--- src/rtl/idma_axis_loopback_nch.sv ---
// ----------------------------------------------------------------------------
// idma_axis_loopback_nch
//
// Multi-channel AXI-Stream loopback for iDMA streaming back-ends. Each channel
// accepts beats from the iDMA write stream into a small FIFO. On the way in it
// optionally transforms the data: pass, invert, or byte-reverse. It returns
// the beats on the matching read stream after a programmable minimum delay.
// Channels share nothing; each has its own FIFO, timer and counters.
//
// Ports
//   clk_i       clock
//   rst_ni      asynchronous active-low reset
//   flush_i     per-channel synchronous FIFO clear
//   mode_i      per-channel 2-bit transform: 0 pass, 1 invert, 2 byte-reverse,
//               3 pass
//   delay_i     per-channel extra cycles between head visibility and tvalid
//   in_req_i    ingress stream (iDMA streaming write request)
//   in_rsp_o    ingress tready
//   out_req_o   egress stream (iDMA streaming read request)
//   out_rsp_i   egress tready
//   fill_o      per-channel FIFO occupancy, including the beat on egress
//   beat_cnt_o  per-channel egress handshakes, wrapping
//   pkt_cnt_o   per-channel egress handshakes with last set, wrapping
// ----------------------------------------------------------------------------
module idma_axis_loopback_nch #(
  parameter int unsigned NumChannels = 1,
  parameter int unsigned DataWidth   = 64,
  parameter int unsigned FifoDepth   = 4,
  parameter int unsigned DelayWidth  = 8,
  parameter int unsigned CntWidth    = 32,
  parameter type axis_req_t = struct packed {
    struct packed {
      logic [DataWidth-1:0]   data;
      logic [DataWidth/8-1:0] strb;
      logic [DataWidth/8-1:0] keep;
      logic                   last;
      logic [3:0]             id;
      logic [3:0]             dest;
      logic [0:0]             user;
    } t;
    logic tvalid;
  },
  parameter type axis_rsp_t = struct packed {
    logic tready;
  },
  localparam int unsigned FillWidth = $clog2(FifoDepth) + 1
) (
  input  logic                              clk_i,
  input  logic                              rst_ni,
  input  logic [NumChannels-1:0]            flush_i,
  input  logic [2*NumChannels-1:0]          mode_i,
  input  logic [DelayWidth*NumChannels-1:0] delay_i,
  input  axis_req_t [NumChannels-1:0]       in_req_i,
  output axis_rsp_t [NumChannels-1:0]       in_rsp_o,
  output axis_req_t [NumChannels-1:0]       out_req_o,
  input  axis_rsp_t [NumChannels-1:0]       out_rsp_i,
  output logic [FillWidth*NumChannels-1:0]  fill_o,
  output logic [CntWidth*NumChannels-1:0]   beat_cnt_o,
  output logic [CntWidth*NumChannels-1:0]   pkt_cnt_o
);

  localparam int unsigned NumBytes = DataWidth / 8;
  localparam int unsigned PtrWidth = $clog2(FifoDepth);

  // Transform applied on ingress so the stored beat is already final.
  function automatic axis_req_t xform(input axis_req_t r, input logic [1:0] m);
    axis_req_t o;
    o = r;
    case (m)
      2'd1: o.t.data = ~r.t.data;
      2'd2: begin
        for (int i = 0; i < NumBytes; i++) begin
          o.t.data[8*i +: 8] = r.t.data[8*(NumBytes-1-i) +: 8];
          o.t.strb[i]        = r.t.strb[NumBytes-1-i];
          o.t.keep[i]        = r.t.keep[NumBytes-1-i];
        end
      end
      default: ;
    endcase
    return o;
  endfunction

  for (genvar c = 0; c < NumChannels; c++) begin : g_ch
    axis_req_t             mem [FifoDepth];
    axis_req_t             head_q;
    axis_req_t             o_req;
    axis_rsp_t             o_rsp;
    logic [PtrWidth-1:0]   wr_ptr_q, rd_ptr_q;
    logic [FillWidth-1:0]  fill_q, fill_nxt;
    logic [DelayWidth-1:0] tmr_q;
    logic [CntWidth-1:0]   beat_q, pkt_q;
    logic                  rdy_q, vis_q;
    logic                  out_vld, push, pop, load;

    assign out_vld = vis_q && (tmr_q == '0);
    assign push    = in_req_i[c].tvalid && rdy_q && !flush_i[c];
    assign pop     = out_vld && out_rsp_i[c].tready;
    // fill counts the visible head too, so beats still waiting in storage
    // are fill - vis_q. A beat written at this edge is not yet counted, which
    // prevents fall-through.
    assign load     = (!vis_q || pop) && ((fill_q - FillWidth'(vis_q)) != '0);
    assign fill_nxt = fill_q + FillWidth'(push) - FillWidth'(pop);

    always_ff @(posedge clk_i) begin
      if (push) mem[wr_ptr_q] <= xform(in_req_i[c], mode_i[2*c +: 2]);
    end

    always_ff @(posedge clk_i or negedge rst_ni) begin
      if (!rst_ni) begin
        wr_ptr_q <= '0;
        rd_ptr_q <= '0;
        fill_q   <= '0;
        tmr_q    <= '0;
        vis_q    <= 1'b0;
        rdy_q    <= 1'b0;
      end else if (flush_i[c]) begin
        wr_ptr_q <= '0;
        rd_ptr_q <= '0;
        fill_q   <= '0;
        tmr_q    <= '0;
        vis_q    <= 1'b0;
        rdy_q    <= 1'b1;
      end else begin
        if (push) wr_ptr_q <= wr_ptr_q + PtrWidth'(1);
        if (load) rd_ptr_q <= rd_ptr_q + PtrWidth'(1);
        fill_q <= fill_nxt;
        // Ready looks at the registered fill only; a pop this cycle does not
        // open a slot until the next one.
        rdy_q  <= (fill_nxt < FillWidth'(FifoDepth));
        if (load) begin
          vis_q <= 1'b1;
          tmr_q <= delay_i[DelayWidth*c +: DelayWidth];
        end else if (pop) begin
          vis_q <= 1'b0;
        end else if (vis_q && (tmr_q != '0)) begin
          tmr_q <= tmr_q - DelayWidth'(1);
        end
      end
    end

    // Egress register: holds t.* stable while tvalid waits for tready.
    always_ff @(posedge clk_i or negedge rst_ni) begin
      if (!rst_ni)   head_q <= '0;
      else if (load && !flush_i[c]) head_q <= mem[rd_ptr_q];
    end

    // Counters see the handshake even in a flush cycle.
    always_ff @(posedge clk_i or negedge rst_ni) begin
      if (!rst_ni) begin
        beat_q <= '0;
        pkt_q  <= '0;
      end else if (pop) begin
        beat_q <= beat_q + CntWidth'(1);
        if (head_q.t.last) pkt_q <= pkt_q + CntWidth'(1);
      end
    end

    always_comb begin
      o_req        = head_q;
      o_req.tvalid = out_vld;
      o_rsp        = '0;
      o_rsp.tready = rdy_q && !flush_i[c];
    end

    assign out_req_o[c]                            = o_req;
    assign in_rsp_o[c]                             = o_rsp;
    assign fill_o[FillWidth*c +: FillWidth]        = fill_q;
    assign beat_cnt_o[CntWidth*c +: CntWidth]      = beat_q;
    assign pkt_cnt_o[CntWidth*c +: CntWidth]       = pkt_q;
  end

endmodule

--- config.mk ---
export PLATFORM = sky130hd
export DESIGN_NAME = idma_axis_loopback_nch
export DESIGN_NICKNAME = d
export VERILOG_FILES = /design/src/rtl/idma_axis_loopback_nch.sv
export SDC_FILE = /design/constraint.sdc
export NUM_CORES = 1
export LEC_CHECK = 0
export ABC_AREA = 1
export BUFFER_PORTS_ARGS = -buffer_cell sky130_fd_sc_hd__buf_4
export CORE_MARGIN = 2
export CORE_UTILIZATION = 30
export CTS_CLUSTER_SIZE = 14
export DETAILED_ROUTE_END_ITERATION = 10
export HOLD_SLACK_MARGIN = 0.03
export PLACE_DENSITY = 0.43
export REMOVE_ABC_BUFFERS = 1
export SYNTH_ARGS = -nofsm -noshare
export SYNTH_HDL_FRONTEND = slang
export SYNTH_SLANG_ARGS = --single-unit
--- constraint.sdc ---
create_clock -name clk_i -period 8.72 [get_ports clk_i]
set_clock_uncertainty 0.05 [all_clocks]
set_input_delay 0.436 -clock clk_i [delete_from_list [all_inputs] [get_ports clk_i]]
set_output_delay 0.436 -clock clk_i [all_outputs]
set_load 0.05 [all_outputs]
==> out/qor.yml, run 1 <==
synthesis:
  synth.top_cell.area_share_pct: 46.1
  synthTopCellsByArea: "edfxtp_1 46%, dfrtp_1 18%, nand2_1 8.4%"
  synth-main-ff-cell: "edfxtp_1"
  synth_edf_count: 360
  synth-async-reset-ratio_pct: 32.2
  synth_area_mm2: 0.0234
  yosys_warnings: 0
  netlist_instances: 2315
  yosys.area.top_type: "edfxtp_1"
  ys_types: 37
  synth_seq_cells: 531
  synth_seq_area_share_pct: 64.4
  postSynthAreaPerCell_um2: 10.1
final_layout:
  final_cell_mix: "526 x nand2_1, 360 x edfxtp_1, 304 x o21ai_0"
  drive_above_1_share_pct: 15.8
  fin_area_mm2: 0.0284
  final_nets: 2666
  antennaDiodeCount: 0
  fillers: 7769
  syn_to_final_growth_pct: 21.3
  layout_commonest_cell: "nand2_1"
  finalNonFillerCells: 3640
timing:
  fin_crit_ns: 3.56
  max_freq_mhz: 281
  finalHoldViolCount: 0
  rsz0062_at_grt: "no"
  setup_viol: 0
  setup_slack_ns: 5.16
  worst_slew_pin_slew_ns: 0.985
  slew-limit-headroom_pct: 34.3
  drv_slew: 0
  fin_setup_tns_ns: 0
  period_share_pct: 40.8
worst_setup_path:
  arrival_ns: 4.02
  path_common_cell: "inv_1"
  cp-end-kind: "register"
  startpoint_type: "register"
  cp_num_buf_inv: 5
  cp.required_ns: 9.18
  slowest_stage: "clkinv_1"
  slowest_delay_ns: 0.70
  cp_max_fo: 28
  path_class: "register to register"
  cp_cell_sequence: "inv_1 -> ha_1 -> nand3_1 -> nor2_2 -> nand3_2 -> clkinv_1 -> ha_1 -> inv_1 -> ha_1 -> inv_1 -> fa_1 -> nand2_1 -> nand2_1 -> nor2_1 -> inv_1"
  cp_top_family: "adder cells"
global_route:
  grt_max_degree: 123
  grt_pass1_wl_mm: 106
  antenna_found_initial: 5
  track_usage_pct: 17.0
  overflow: 0
  grt_pass1_vias: 17627
floorplan:
  core_area_mm2: 0.0773
  chipHeight_um: 283
  io_pins: 264
  dieArea_mm2: 0.0803
  initial_utilization_pct: 30.3
  die_w_um: 283
  rows: 102
detailed_routing:
  wl_per_cell_um: 19.0
  detail-route-antenna-nets: 0
  vias: 17346
  initialDrtViolationCount: 1040
  drt-total-wl_mm: 69.1
  drc: 0
  firstDrtPassIters: 5
  vias_per_cell: 4.77
placed_design:
  gp_congestion: 0.851
  pre_cts_slack_ns: 5.14
  place_area_mm2: 0.0263
  placedCellCount: 3514
  dp_hpwl_mm: 41.3
  portBuffers: 263
pwr:
  vdd_drop_max_v: 0.000180
  power_per_cell_area_mw_per_mm2: 330
  p_leak_nw: 11.5
  total_power_mw: 9.38
clocking:
  clkSlewWorstSetupHoldPaths_ns: 0.06
  clock_path_buffers: 3
  cts_tree: "done"
  numCtsBuffers: 60
  cts.htree.levels: 2
  clock_sinks: 531
  post-cts-setup-buffers: 0
  cts_root_buf: "clkbuf_16"
  clock_latency_ns: 0.63
hold_path:
  hold_class: "primary input to register"
run:
  drv_cap: 0
run_status:
  status: "complete, no violations"
[area by class of cell]
class	count	area [µm²]	share of cell area, %
multi-input combinational	1494	7110	25.0
clock inverter	35	383	1.35
sequential	531	15100	53.2
inverter	162	616	2.17
clock buffer	79	1610	5.68
tap	1040	1300	4.58
timing repair buffer	299	2280	8.03
[report_power, final]
group | internal (mW) | switching (mW)
Combinational | 0.893 | 2.49
Clock | 1.49 | 1.06
Sequential | 3.15 | 0.306
[registers in the layout, indices dropped and copies added (netlist names)]
name and flops:
g_ch.tmr_q 8, g_ch.vis_q 1, fill_o 3, g_ch.mem 360
g_ch.wr_ptr_q 2, beat_cnt_o 32, out_req_o 90, g_ch.rd_ptr_q 2
pkt_cnt_o 32, g_ch.rdy_q 1
[through the flow]
stage	util, %	hold WS, ns
global route	36.7	0.153
finish	36.7	0.128
global placement	34.0	0.419
detailed placement	34.0	0.420
CTS	36.7	0.0905
floorplan	-	0.0904
[worst paths after layout]
check / end / start / cells past startpoint / slack, ns
setup / recovery: g_ch[0].rdy_q / g_ch[0].tmr_q[0] / 15 / 5.16
hold / removal: g_ch[0].tmr_q[7] / delay_i[7] / 5 / 0.13
max in group asynchronous: g_ch[0].rd_ptr_q[0] / rst_ni / 3 / 6.91
min in group asynchronous: pkt_cnt_o[18] / rst_ni / 2 / 0.32
setup reg to reg: g_ch[0].rdy_q / g_ch[0].tmr_q[0] / 15 / 5.16
hold reg to reg: out_req_o[19] / out_req_o[19] / 2 / 0.43
[synth_stat cells (all sizes together), types with 27 or more instances]
master,number
nor2,276
o21ai,375
clkbuf,91
nor3,27
nand3,41
buf,37
edfxtp,360
dfrtp,171
o22ai,152
inv,159
xor2,37
nand2,529
[cell families after synthesis]
kind of cell               after synthesis  share of synthesized area, %
and+or+nand+nor                        901                          15.5
AOI/OAI and AO/OA                      534                          12.3
DFF                                    531                          64.4
buffers and inverters                  290                          5.35
xor gates and xnor gates                46                          1.72
adders and majority gates               13                         0.726
[repair_timing]
| action | CTS | global route |
|---|---|---|
| endpoints found under the setup margin | 0 | 0 |
| hold buffers | 12 | 0 |
| hold endpoints to repair | 103 | 0 |
| gates resized for setup | 0 | 0 |
[per-layer routing]
| metal | part of all wire (%) | routed length, µm | GRT usage (%) |
|---|---|---|---|
| met1 | 46 | 31700 | 22.7 |
| met2 | 48 | 33000 | 28.8 |
| met3 | 4.4 | 3020 | 2.85 |
| met4 | 2.0 | 1350 | 4.19 |
| met5 | 0.064 | 44 | 0 |
[tightest hold or removal path: cells and delay by family]
kind / cells / cell delay, ns
buffers and inverters: 1 / 0.08
AND/OR/NAND/NOR: 4 / 0.24
No activity file was read; power rests on OpenSTA's default activity.
==> inputs of run 2 (changes only) <==
- clock period: 8.72 -> 3.4 ns (I/O delays scaled with it)
==> run 2 against run 1 <==
  * Die area unchanged
  * Critical path type unchanged
  * Global-route usage about the same
  * Sequential power increased to 2.5 times the previous value
  * Critical endpoint unchanged
==> out/qor.yml, run 2 (synthesized netlist as in run 1, its figures left out) <==
run_status:
  status: "complete, no violations"
hold_path:
  holdPathStages: 3  # -2
  hold_class: "primary input to register"
placed_design:
  dp_hpwl_mm: 41.8  # +1.3%
  portBuffers: 263  # unchanged
  pre_cts_slack_ns: 0.801  # -4.34 ns
  gp_congestion: 0.853  # +0.23%
timing:
  setup_viol: 0  # unchanged
  drv_slew: 0  # unchanged
  max_freq_mhz: 387  # +38%
  slew-limit-headroom_pct: 41.3  # +6.9 points
  fin_crit_ns: 2.59  # -0.970 ns
  period_share_pct: 76.1  # +35 points
  setup_slack_ns: 0.813  # -4.35 ns
  rsz0062_at_grt: "no"
  worst_slew_pin_slew_ns: 0.881  # -0.104 ns
  finalHoldViolCount: 0  # unchanged
clocking:
  cts_tree: "done"
  cts_root_buf: "clkbuf_16"
  numCtsBuffers: 60  # unchanged
  cts_resized: 0  # unchanged
  clock_latency_ns: 0.63  # about the same
  cts.htree.levels: 2  # unchanged
  clkSlewWorstSetupHoldPaths_ns: 0.06  # about the same
  clock_sinks: 531  # unchanged
  clock_path_buffers: 3  # unchanged
floorplan:
  rows: 102  # unchanged
  initial_utilization_pct: 30.3  # unchanged
  dieArea_mm2: 0.0803  # unchanged
  die_w_um: 283  # unchanged
  io_pins: 264  # unchanged
  core_area_mm2: 0.0773  # unchanged
  chipHeight_um: 283  # unchanged
global_route:
  grt_pass1_wl_mm: 106  # about the same
  grt_max_degree: 182  # +48%
  antenna_found_initial: 3  # -2
  grt_pass1_vias: 17797  # +0.96%
  overflow: 0  # unchanged
  track_usage_pct: 17.0  # -0.049 points
worst_setup_path:
  slowest_delay_ns: 0.39  # -0.31 ns
  cp-end-kind: "register"
  cp.required_ns: 3.85  # -5.33 ns
  cp_num_cells: 15  # unchanged
  crit_end: "g_ch[0].rdy_q"
  cp_max_fo: 6  # -79%
  reg2reg_depth: 15  # unchanged
  cp_top_family: "adder cells"
  startpoint_type: "register"
  r2r_slack_ns: 0.81  # -4.35 ns
  reg2reg_from: "g_ch[0].tmr_q[0]"
  arrival_ns: 3.04  # -0.98 ns
  startpoint: "g_ch[0].tmr_q[0]"
  cp_cell_sequence: "inv_1 -> ha_1 -> nand3_1 -> nor2_2 -> nand3_2 -> clkinv_1 -> ha_1 -> inv_1 -> ha_1 -> inv_1 -> fa_1 -> nand2_1 -> nand2_1 -> nor2_1 -> inv_1"
  slowest_stage: "dfrtp_1"
  cp_num_buf_inv: 5  # unchanged
  path_class: "register to register"
  reg2reg_to: "g_ch[0].rdy_q"
  path_common_cell: "inv_1"
pwr:
  power_per_cell_area_mw_per_mm2: 825  # +150%
  switchingPower_mw: 9.90  # +160%
  p_leak_nw: 12.0  # +4.6%
  vdd_drop_max_v: 0.000881  # +390%
  clockPowerShare_pct: 27.1  # about the same
  total_power_mw: 24.5  # +160%
  p_sw_share_pct: 40.5  # -0.61 points
  p_comb_share_pct: 37.2  # +1.2 points
  power_frac_seq_pct: 35.7  # -1.1 points
  internal_power_mw: 14.6  # +160%
detailed_routing:
  firstDrtPassIters: 5  # unchanged
  initialDrtViolationCount: 1153  # +11%
  vias_per_cell: 4.73  # -0.64%
  wl_per_cell_um: 18.5  # -2.4%
  detail-route-antenna-nets: 0  # unchanged
  drt-total-wl_mm: 69.4  # +0.34%
  drc: 0  # unchanged
  vias: 17718  # +2.1%
final_layout:
  drive_above_1_share_pct: 15.5  # -0.26 points
  final_cell_mix: "526 x nand2_1, 360 x edfxtp_1, 304 x o21ai_0"
  final_nets: 2767  # +3.8%
  layout_commonest_cell: "nand2_1"
  top_register: "g_ch.mem"
  syn_to_final_growth_pct: 26.6
  largest_reg_flops: 360  # unchanged
run:
  drv_cap: 0  # unchanged
-- run 2: power by group through the flow --
stage / Clock, mW / Combinational [mW] / Sequential, mW
finish: 6.64 / 9.09 / 8.73
global route: 7.07 / 9.92 / 8.86
CTS: 6.85 / 9.25 / 8.74
detailed placement: 0 / 9.14 / 8.85
global placement: 0 / 9.06 / 8.85
floorplan: 0 / 3.35 / 11.2
-- run 2: per-layer routing --
layer | global-route usage [%] | share of wire (%)
met5 | 0 | 0.036
met4 | 4.48 | 2.2
met3 | 2.56 | 4.0
met2 | 28.9 | 48
met1 | 22.5 | 46
-- run 2: what timing repair did --
| item | 4_1_cts | 5_1_grt |
|---|---|---|
| hold buffers | 101 | 0 |
| setup buffers | 0 | 0 |
| endpoints found under the hold margin | 422 | 0 |
-- run 2: worst min-delay path by stage --
stage | startpoint | endpoint
finish | in_req_i[79] | g_ch[0].mem[3][79]
global route | in_req_i[37] | g_ch[0].mem[1][37]
CTS | in_req_i[37] | g_ch[0].mem[0][37]
detailed placement | rst_ni | beat_cnt_o[4]
global placement | rst_ni | beat_cnt_o[6]
floorplan | rst_ni | beat_cnt_o[0]
-- run 2: metrics by stage --
step            TNS, ns  cells  utilization, %  instance area [µm²]  hold slack, ns
5_1_grt               0   3741            38.3                29600          0.0715
2_1_floorplan  -1137.50   2187               -                22800          -0.176
4_1_cts               0   3741            38.3                29600          0.0306
3_3_place_gp          0   3526            34.4                26600           0.191
6_report              0   3742            38.3                29700          0.0509
3_5_place_dp          0   3526            34.4                26600           0.196
-- run 2: worst min-delay path, stage by stage --
cell and delay [ns]:
buf_4 0.12, inv_1 0.06, o21ai_0 0.17
-- run 2: final cells by class --
type	instances	area (µm²)
antenna	1	2.50
clock buffer	82	1670
clock inverter	32	372
fill	7740	47700
inverter	162	616
multi-input combinational	1494	7110
sequential	531	15100
tap	1040	1300
timing repair buffer	400	3490
==> inputs of run 3 (changes only) <==
- ABC_AREA: 1 -> 0
- PLACE_DENSITY: 0.43 -> 0.45
- clock period: 3.4 -> 2.3 ns (I/O delays scaled with it)
==> run 3 against run 2 <==
  * The run now ends with negative setup slack left
  * Clock power grew 42%
  * Combinational power grew 49%
  * Wire length shrank 17%
  * Critical path type unchanged
==> out/qor.yml, run 3 <==
pwr:
  power_per_cell_area_mw_per_mm2: 1190  # +44%
  vdd_drop_max_v: 0.000775  # -12%
  p_leak_nw: 11.4  # -4.9%
detailed_routing:
  drc: 0  # unchanged
  vias: 13374  # -25%
  vias_per_cell: 4.79  # +1.1%
  firstDrtPassIters: 4  # -1
  detail-route-antenna-nets: 0  # unchanged
  wl_per_cell_um: 20.7  # +12%
  initialDrtViolationCount: 780  # -32%
  drt-total-wl_mm: 57.7  # -17%
worst_setup_path:
  startpoint_type: "register"
  arrival_ns: 2.86  # -0.18 ns
  path_class: "register to register"
  reg2reg_depth: 10  # -5
  cp-end-kind: "register"
  crit_end: "g_ch[0].rdy_q"
  cp.required_ns: 2.75  # -1.10 ns
  reg2reg_from: "g_ch[0].tmr_q[4]"
  startpoint: "g_ch[0].tmr_q[4]"
  cp_max_fo: 2  # -4
  reg2reg_to: "g_ch[0].rdy_q"
  r2r_slack_ns: -0.12  # -0.93 ns
clocking:
  cts.htree.levels: 2  # unchanged
  clock_latency_ns: 0.62  # about the same
  cts_root_buf: "clkbuf_16"
  clock_path_buffers: 3  # unchanged
  clock_sinks: 531  # unchanged
  clkSlewWorstSetupHoldPaths_ns: 0.06  # about the same
  numCtsBuffers: 61  # +1.7%
  cts_tree: "done"
global_route:
  grt_pass1_vias: 13858  # -22%
  track_usage_pct: 15.1  # -1.9 points
  overflow: 0  # unchanged
  antenna_found_initial: 6  # +3
  grt_max_degree: 59  # -68%
  grt_pass1_wl_mm: 85.6  # -19%
timing:
  setup_viol: 58  # +58
  drv_slew: 0  # unchanged
  period_share_pct: 105  # +29 points
  setup_slack_ns: -0.117  # -0.930 ns
  slew-limit-headroom_pct: 56.1  # +15 points
  max_freq_mhz: 414  # +7.0%
  finalHoldViolCount: 0  # unchanged
  fin_crit_ns: 2.42  # -0.170 ns
  worst_slew_pin_slew_ns: 0.658  # -0.223 ns
  rsz0062_at_grt: "yes"
final_layout:
  multiInputGateArea_mm2: 0.00660  # -7.3%
  syn_to_final_growth_pct: 37.1
  seqCellArea_mm2: 0.0151  # unchanged
  largest_reg_flops: 360  # unchanged
  layout_commonest_cell: "edfxtp_1"
  fillers: 6586  # -15%
  final_cell_mix: "360 x edfxtp_1, 317 x buf_4, 169 x dfrtp_1"
  top_register: "g_ch.mem"
  drive_above_1_share_pct: 37.2  # +22 points
  final_nets: 1907  # -31%
  finalNonFillerCells: 2793  # -25%
floorplan:
  initial_utilization_pct: 30.5  # +0.16 points
  core_area_mm2: 0.0717  # -7.3%
  dieArea_mm2: 0.0750  # -6.7%
  rows: 98  # -3.9%
  chipHeight_um: 274  # -3.4%
  die_w_um: 274  # -3.4%
  io_pins: 264  # unchanged
synthesis:
  synthTopCellsByArea: "edfxtp_1 49%, dfrtp_1 20%, mux4_2 9.3%"
  synth_seq_area_share_pct: 69.1  # +4.7 points
  netlist_instances: 1286  # -44%
  synth_seq_cells: 531  # unchanged
  synth-async-reset-ratio_pct: 32.2  # unchanged
  synth_edf_count: 360  # unchanged
  yosysMostFrequentCell: "edfxtp_1"
  postSynthAreaPerCell_um2: 17.0  # +68%
  yosys.area.top_type: "edfxtp_1"
  synth-main-ff-cell: "edfxtp_1"
  ys_types: 52  # +41%
  yosys_warnings: 0  # unchanged
  synth.top_cell.area_share_pct: 49.5  # +3.3 points
  synth_commonest_cells: "360 x edfxtp_1, 171 x dfrtp_1, 108 x mux2_2"
  synth_area_mm2: 0.0218  # -6.7%
run_status:
  violations: "negative setup slack"
  status: "finished with violations"
placed_design:
  pre_cts_slack_ns: -0.187  # -0.988 ns
  gp_congestion: 0.754  # -12%
  portBuffers: 263  # unchanged
  placedCellCount: 2518  # -29%
  dp_hpwl_mm: 35.4  # -15%
hold_path:
  hold_class: "primary input to async pin"
run:
  drv_cap: 0  # unchanged
[run 3: cell type report]
cell class / count / area share (%)
Tap cell: 950 / 3.97
Multi-Input combinational cell: 603 / 22.0
Timing Repair Buffer: 511 / 16.0
Sequential cell: 531 / 50.4
Clock inverter: 38 / 1.07
Clock buffer: 77 / 5.47
Antenna cell: 2 / 0.0167
Inverter: 81 / 1.02
[run 3: how the worst min path moves through the flow]
stage / start / endpoint
4_1_cts: rst_ni / beat_cnt_o[16]
6_report: rst_ni / beat_cnt_o[16]
3_5_place_dp: rst_ni / beat_cnt_o[16]
5_1_grt: rst_ni / beat_cnt_o[16]
2_1_floorplan: rst_ni / beat_cnt_o[0]
3_3_place_gp: rst_ni / beat_cnt_o[31]
[run 3: cell families after synthesis]
kind of cell / after synthesis / synth area share (%)
xor+xnor: 68 / 2.73
simple gates: 164 / 4.69
fa+ha+maj: 13 / 0.779
buf+inv: 152 / 2.77
flops: 531 / 69.1
mux: 200 / 14.9
compound gates: 158 / 5.03
[run 3: per-stage QoR]
stage / utilization [%] / TNS (ns) / area [µm²] / hold slack (ns) / total power, mW
after detailed placement: 36.0 / -9.17 / 25800 / 0.156 / 24.6
after CTS: 41.0 / -3.95 / 29400 / 0.0526 / 35.0
after global routing: 41.7 / -7.32 / 29900 / 0.0892 / 37.3
after floorplan: - / -1350.71 / 21500 / -0.231 / 19.9
final: 41.7 / -2.00 / 29900 / 0.0677 / 35.7
after global placement: 36.0 / -6.36 / 25800 / 0.156 / 24.4
[run 3: repair_timing]
action,in CTS,in global routing
pin swaps,3,7
hold endpoints to repair,558,0
gates cloned,2,5
hold buffers,143,0
gates resized for setup,25,100
setup buffers,5,4
setup endpoints to repair,92,94
[run 3: where the power goes]
group          leakage (nW)  switching, mW  internal, mW  total [mW]
combinational          5.02           7.36          6.12        13.5
sequential             5.44          0.841          11.9        12.7
clock                 0.958           3.89          5.57        9.46
[run 3: critical path, cell delays in order (launching register included)]
cell	delay (ns)
dfrtp_1	0.37
or4b_4	0.57
nor3_4	0.20
ha_1	0.25
inv_1	0.06
ha_1	0.13
inv_1	0.05
fa_2	0.33
xnor2_1	0.13
nor2_1	0.12
inv_1	0.05
[run 3: layer usage]
| layer | part of all wire [%] | track usage [%] | routed length, µm | vias up |
|---|---|---|---|---|
| met5 | 0.092 | 0 | 53 | - |
| met4 | 1.6 | 3.49 | 952 | 8 |
| met3 | 6.0 | 3.63 | 3450 | 72 |
| met2 | 47 | 24.6 | 27100 | 289 |
| met1 | 45 | 20.2 | 26100 | 6930 |
| li1 | - | - | - | 6075 |
